[src/rtl/iter_divider_if.sv]
// Request/response bundle for the iterative divider.
// master = EXE side, slave = divider.
interface iter_divider_if #(
  parameter int WIDTH = 32
) ();
  logic             in_valid;
  logic             in_ready;
  logic             in_signed;
  logic             in_flush;
  logic [WIDTH-1:0] src1;
  logic [WIDTH-1:0] src2;
  logic             out_valid;
  logic             out_ready;
  logic [WIDTH-1:0] quotient;
  logic [WIDTH-1:0] remainder;

  modport master (
    output in_valid, in_signed, in_flush,
    output src1, src2, out_ready,
    input  in_ready, out_valid,
    input  quotient, remainder
  );

  modport slave (
    input  in_valid, in_signed, in_flush,
    input  src1, src2, out_ready,
    output in_ready, out_valid,
    output quotient, remainder
  );
endinterface

[src/rtl/iter_divider.sv]
// Radix-2 restoring divider, WIDTH cycles per op.
// Ports: clk, reset (sync, high), bus (slave side).
module iter_divider #(
  parameter int WIDTH = 32
) (
  input logic     clk,
  input logic     reset,
  iter_divider_if.slave bus
);

  localparam int CW = $clog2(WIDTH);

  typedef enum logic [1:0] {
    IDLE,
    CALC,
    DONE
  } state_e;

  state_e state_q, state_d;

  logic [CW-1:0]    cnt_q;
  logic [WIDTH-1:0] rem_q;
  logic [WIDTH-1:0] dq_q;
  logic [WIDTH-1:0] dvs_q;
  logic [WIDTH-1:0] raw_q;
  logic             qneg_q;
  logic             rneg_q;
  logic             dz_q;
  logic [WIDTH-1:0] quo_q;
  logic [WIDTH-1:0] remo_q;

  logic             accept;
  logic             last;
  logic [WIDTH-1:0] a_mag;
  logic [WIDTH-1:0] b_mag;
  logic [WIDTH:0]   t;
  logic             q_bit;
  logic [WIDTH-1:0] rem_step;
  logic [WIDTH-1:0] dq_step;

  assign bus.in_ready  = (state_q == IDLE);
  assign bus.out_valid = (state_q == DONE);
  assign bus.quotient  = quo_q;
  assign bus.remainder = remo_q;

  assign accept = bus.in_valid & (state_q == IDLE)
                & ~bus.in_flush;
  assign last   = (cnt_q == CW'(WIDTH - 1));

  // Most-negative input maps to 2^(W-1) unsigned.
  assign a_mag = (bus.in_signed & bus.src1[WIDTH-1])
               ? -bus.src1 : bus.src1;
  assign b_mag = (bus.in_signed & bus.src2[WIDTH-1])
               ? -bus.src2 : bus.src2;

  // Trial subtract; t[WIDTH] set means negative.
  assign t        = {rem_q, dq_q[WIDTH-1]}
                  - {1'b0, dvs_q};
  assign q_bit    = ~t[WIDTH];
  assign rem_step = q_bit ? t[WIDTH-1:0]
                  : {rem_q[WIDTH-2:0], dq_q[WIDTH-1]};
  assign dq_step  = {dq_q[WIDTH-2:0], q_bit};

  always_ff @(posedge clk) begin
    if (reset) state_q <= IDLE;
    else       state_q <= state_d;
  end

  always_comb begin
    state_d = state_q;
    unique case (state_q)
      IDLE:    if (accept) state_d = CALC;
      CALC:    if (last) state_d = DONE;
      DONE:    if (bus.out_ready) state_d = IDLE;
      default: state_d = IDLE;
    endcase
    if (bus.in_flush) state_d = IDLE;
  end

  always_ff @(posedge clk) begin
    if (reset) begin
      cnt_q  <= '0;
      rem_q  <= '0;
      dq_q   <= '0;
      dvs_q  <= '0;
      raw_q  <= '0;
      qneg_q <= 1'b0;
      rneg_q <= 1'b0;
      dz_q   <= 1'b0;
      quo_q  <= '0;
      remo_q <= '0;
    end else if (accept) begin
      cnt_q  <= '0;
      rem_q  <= '0;
      dq_q   <= a_mag;
      dvs_q  <= b_mag;
      raw_q  <= bus.src1;
      qneg_q <= bus.in_signed
              & (bus.src1[WIDTH-1] ^ bus.src2[WIDTH-1]);
      rneg_q <= bus.in_signed & bus.src1[WIDTH-1];
      dz_q   <= (bus.src2 == '0);
    end else if (state_q == CALC) begin
      cnt_q <= cnt_q + 1'b1;
      rem_q <= rem_step;
      dq_q  <= dq_step;
      if (last && !bus.in_flush) begin
        if (dz_q) begin
          quo_q  <= '1;
          remo_q <= raw_q;
        end else begin
          quo_q  <= qneg_q ? -dq_step : dq_step;
          remo_q <= rneg_q ? -rem_step : rem_step;
        end
      end
    end
  end

endmodule

[src/flat_wrapper.sv]
// flat-port wrapper written by rule: the top's interface ports become plain ports
module iter_divider_flat 
#(
  parameter int WIDTH = 32
)
  (clk, reset, bus_in_valid, bus_in_signed, bus_in_flush, bus_src1, bus_src2, bus_out_ready, bus_in_ready, bus_out_valid, bus_quotient, bus_remainder);
  iter_divider_if #(.WIDTH(WIDTH)) bus_i ();
  input logic clk;
  input logic reset;
  input wire logic [$bits(bus_i.in_valid)-1:0] bus_in_valid;
  input wire logic [$bits(bus_i.in_signed)-1:0] bus_in_signed;
  input wire logic [$bits(bus_i.in_flush)-1:0] bus_in_flush;
  input wire logic [$bits(bus_i.src1)-1:0] bus_src1;
  input wire logic [$bits(bus_i.src2)-1:0] bus_src2;
  input wire logic [$bits(bus_i.out_ready)-1:0] bus_out_ready;
  output wire logic [$bits(bus_i.in_ready)-1:0] bus_in_ready;
  output wire logic [$bits(bus_i.out_valid)-1:0] bus_out_valid;
  output wire logic [$bits(bus_i.quotient)-1:0] bus_quotient;
  output wire logic [$bits(bus_i.remainder)-1:0] bus_remainder;
  assign bus_i.in_valid = bus_in_valid;
  assign bus_i.in_signed = bus_in_signed;
  assign bus_i.in_flush = bus_in_flush;
  assign bus_i.src1 = bus_src1;
  assign bus_i.src2 = bus_src2;
  assign bus_i.out_ready = bus_out_ready;
  assign bus_in_ready = bus_i.in_ready;
  assign bus_out_valid = bus_i.out_valid;
  assign bus_quotient = bus_i.quotient;
  assign bus_remainder = bus_i.remainder;
  iter_divider #(.WIDTH(WIDTH)) u_core (.clk(clk), .reset(reset), .bus(bus_i));
endmodule
[config.mk]
export PLATFORM = sky130hd
export DESIGN_NAME = iter_divider_flat
export DESIGN_NICKNAME = d
export VERILOG_FILES = /design/src/rtl/iter_divider_if.sv /design/src/rtl/iter_divider.sv /design/src/flat_wrapper.sv
export SDC_FILE = /design/constraint.sdc
export NUM_CORES = 1
export LEC_CHECK = 0
export CAP_MARGIN = 30
export CORE_AREA = 5 5 167 169
export DETAILED_ROUTE_END_ITERATION = 12
export DIE_AREA = 0 0 172 174
export HOLD_SLACK_MARGIN = 0.02
export MAX_ROUTING_LAYER = met4
export PLACE_DENSITY = 0.82
export REMOVE_ABC_BUFFERS = 1
export SLEW_MARGIN = 10
export SYNTH_ARGS = -nofsm -noshare
export SYNTH_HDL_FRONTEND = slang
export SYNTH_SLANG_ARGS = --single-unit
[constraint.sdc]
create_clock -name clk -period 6.4 [get_ports clk]
set_input_delay 1.28 -clock clk [delete_from_list [all_inputs] [get_ports clk]]
set_output_delay 1.28 -clock clk [all_outputs]
set_load 0.02 [all_outputs]
==> run summary <==
Hold repair after CTS inserted 0 buffers. The logs give 1 for the number of antenna violations at the first check in global routing and 2132 for the filler-free cell count of the finished design. The run gives 11742 as the via count of the first global-routing pass. For this block, the via count after detailed routing is 12664.

Summed over all nets, the half-perimeter wirelength after detailed placement is 27300 um. The floorplan step defined a die boundary enclosing 29900 um2. Synthesis produced a netlist whose cell count is 1708. The number of fill cells in the layout is 2446, and the number of hold violations in the final report is 0. Highest-utilization routing layer at the global route stage: met2. The run gives 0.489 as the initial cell density of the core. In the layout the commonest cells are nor2_1 (229), nand2_1 (216), dfxtp_1 (202). The number of flops mapped to enable cells by yosys works out to 0. The run gives 0.313 as the sequential fraction of the synthesis area. The biggest area contributor in the post-synthesis netlist is dfxtp_1. For the final design utilization, the log shows 0.573. The capturing element type of the critical path was a flop.

The share of Yosys cell area claimed by the top area cell type is 0.313, and the number of DRC violations after detailed routing is 0. Data on the critical path arrives at its endpoint at 5620 ps. The routed design could run at a clock period as short as 5190 ps. Between clock sinks in the finished design, the worst skew comes to 15.9 ps.

For the remaining global-route overflow, the log shows 0. The met2 usage in global routing is 0.391, and the leakage power summed over all cells is 5.34 nW. The logs give 0.244 for the global routing usage summed across all routing layers and 0.334 for the met1 usage in global routing. Post-CTS repair changed the size of 0 cells. Number of max-capacitance violations reported: 0. For this design the top-level I/O count stands at 136. The worst setup path startpoint is u_core.rem_q[18]. After floorplanning, the core was sized to cover 26400 um2.

The post-route clock period utilization is 0.812. The power density relative to cell area was 256 nW/um2. In the post-synthesis netlist, the biggest area contributors are dfxtp_1 (31%), nor2_1 (6.7%), nand2_1 (6.3%), a211oi_1 (5.8%), a21oi_1 (5.3%). Static timing analysis puts the maximum clock frequency at 193 MHz.

Relative to the synthesized area, the layout overhead comes to 17.2%. The critical-path maximum fanout works out to 11. Averaged over all synthesized cells, the footprint is 7.57 um2. The async set or reset register ratio after synthesis is 0, and the number of instances in the placed design is 2090. The tree is rooted in a clkbuf_16.

The critical path required time came out at 6830 ps. The logs give 0 for the max-slew violation count and 37000 um for the total wire length after detailed routing. The cell depth of the worst min-delay path is 2, and the number of synthesis warnings is 0. The logs give 15200 um2 for the area of all placed cells without fillers and 60 for the total number of placement rows.

The number of cells on the worst reg-to-reg path is 15. TritonCTS built the clock tree. In this run the worst setup path terminates at u_core.bus.remainder[26]. The count of distinct cell types in the synthesized netlist is 88.

During placement, the flow inserted port buffers numbering 135. For the global-route wire length before repair, the log shows 59500 um. The type of the worst min-delay path is flop to flop. The mapped netlist covers 12900 um2. IR analysis of the VDD net gives a maximum drop of 0.000176 V. The area taken by flip-flops and latches is 4040 um2, and the via-per-instance ratio is 5.94.

Synthesis inferred 202 register bits. The run finished with clean final reports. Start point of the worst hold path: u_core.raw_q[14]. For this run, the post-layout net count is 1883.

Clock tree synthesis found a total of 202 sinks. After the first detailed-routing iteration, the DRC count stood at 1153. The logs give 8270 um2 for the area occupied by multi-input gates and 86 for the pin count of the biggest net entering global routing. The actual slew at the worst max-slew pin was 880 ps. The startpoint identified for the worst register-to-register timing path is u_core.rem_q[18]. The dominant register cell in the synthesized netlist was dfxtp_1. The run gives 0 as the setup-violating endpoint count in the final report. Clock-pin slew was measured on the worst setup and hold paths at 60 ps. In this run the deepest clock path goes through 3 buffers. Setup repair after global routing left no endpoint under its margin. The worst flop-to-flop path endpoint is u_core.bus.remainder[26]. The run gives 1 as the maximum level of the CTS H-tree. The routed wirelength normalized by instance count is 17.4 um. After clock tree synthesis, the setup repair step added 0 buffers. The antenna violation net count after detailed routing came out at 0. The congestion estimate from routability-driven global placement came to 0.911. The die is 172 um wide. For the met3 global-route usage, the log shows 0.0196. The number of buffers created by CTS came out at 22. STA classifies the critical path startpoint as a flop. The fraction of final layout cells with drive strength greater than 1 was 0.0469; the flop-to-flop setup slack was 1210 ps. The first TritonRoute pass finished after 5 iterations. Setup total negative slack on the finished layout was measured at 0 ps. Leaving out fill and tap cells, the most frequent cell in the layout is nor2_1. Floorplan die height: 174 um.

The insertion delay to the later sink of the worst-skew pair was 510 ps; the placed standard-cell area was 14400 um2. The relative slew slack was 0.406. The worst setup path is of the flop to flop kind.
-- synth_stat cells (all sizes together) (4+ instances only) --
| library cell | instances |
|---|---|
| a21boi | 6 |
| nor2 | 230 |
| buf | 18 |
| mux2 | 7 |
| nand2b | 8 |
| and3 | 7 |
| a211oi | 101 |
| inv | 53 |
| xnor2 | 52 |
| xor2 | 59 |
| a31oi | 15 |
| or4 | 11 |
| a21o | 11 |
| nor4 | 17 |
| mux2i | 35 |
| o31ai | 25 |
| clkbuf | 91 |
| o22ai | 11 |
| o21a | 4 |
| nand4 | 11 |
| o211ai | 11 |
| nand3 | 19 |
| o31a | 4 |
| nand2 | 216 |
| nor2b | 8 |
| o21bai | 8 |
| o41ai | 15 |
| and2 | 14 |
| nor3 | 51 |
| o21ai | 77 |
| dfxtp | 202 |
| nor4b | 4 |
| or3 | 37 |
| a21oi | 139 |
| o2111ai | 4 |
| ha | 38 |
| a22oi | 6 |
| a211o | 4 |
| a311oi | 31 |
-- final cells by class --
type | count | share of cell area
Multi-Input combinational cell | 1343 | 0.546
Sequential cell | 202 | 0.267
Timing Repair Buffer | 151 | 0.0988
Clock buffer | 32 | 0.0422
Tap cell | 341 | 0.0282
Inverter | 54 | 0.0134
Clock inverter | 8 | 0.00487
Antenna cell | 1 | 0.000165
-- state kept, by name, summed over array words and instances (netlist names) --
signal	flops
u_core.bus.quotient	32
u_core.bus.remainder	32
u_core.dq_q	32
u_core.dvs_q	32
u_core.raw_q	32
u_core.rem_q	32
u_core.cnt_q	5
u_core.state_q	2
u_core.dz_q	1
u_core.qneg_q	1
u_core.rneg_q	1
-- worst min path at each step --
stage	endpoint
2_1_floorplan	u_core.raw_q[21]
3_3_place_gp	u_core.raw_q[21]
3_5_place_dp	u_core.raw_q[8]
4_1_cts	u_core.raw_q[16]
5_1_grt	u_core.raw_q[15]
6_report	u_core.raw_q[14]
-- worst max-delay path: stages (launching register included) --
cell and delay (ps):
dfxtp_1 350, ha_1 490, nand2_1 220, o21ai_2 230, a211oi_1 100, o31ai_1 640, nor3_2 180, nor2_4 250
mux2i_1 350, ha_1 280, and4b_1 270, nor4b_1 420, o22ai_2 220, or3_1 450, o41a_1 410, a311oi_2 230
-- power breakdown --
group / total (W) / internal, W / leakage [nW] / switching, W
Sequential: 0.00137 / 0.00131 / 1.64 / 0.0000559
Clock: 0.00126 / 0.000736 / 0.347 / 0.000523
Combinational: 0.00125 / 0.000470 / 3.35 / 0.000780
-- metal layers --
| layer | up-vias | share of wire | wire [um] |
|---|---|---|---|
| met4 | 0 | 0.022 | 807 |
| met5 | - | 0 | 0 |
| met1 | 5846 | 0.45 | 16500 |
| met3 | 64 | 0.067 | 2470 |
| met2 | 435 | 0.47 | 17300 |
| li1 | 6319 | - | - |
-- metrics by stage --
| step | worst slack (ps) | hold WS (ps) | total power, W |
|---|---|---|---|
| after global routing | 819 | 477 | 0.00406 |
| final | 1210 | 458 | 0.00388 |
| after floorplan | -4370 | 425 | 0.00226 |
| after CTS | 1220 | 458 | 0.00387 |
| after global placement | 1380 | 439 | 0.00259 |
| after detailed placement | 1290 | 443 | 0.00261 |
-- logic make-up after synthesis --
kind of cell,Yosys count,share of synthesized area
flops,202,0.313
buf+inv,163,0.0491
xor+xnor,111,0.0752
simple gates,651,0.229
compound gates,500,0.263
fa+ha+maj,39,0.0383
mux,42,0.0332
(Power assumes the default switching activity.)
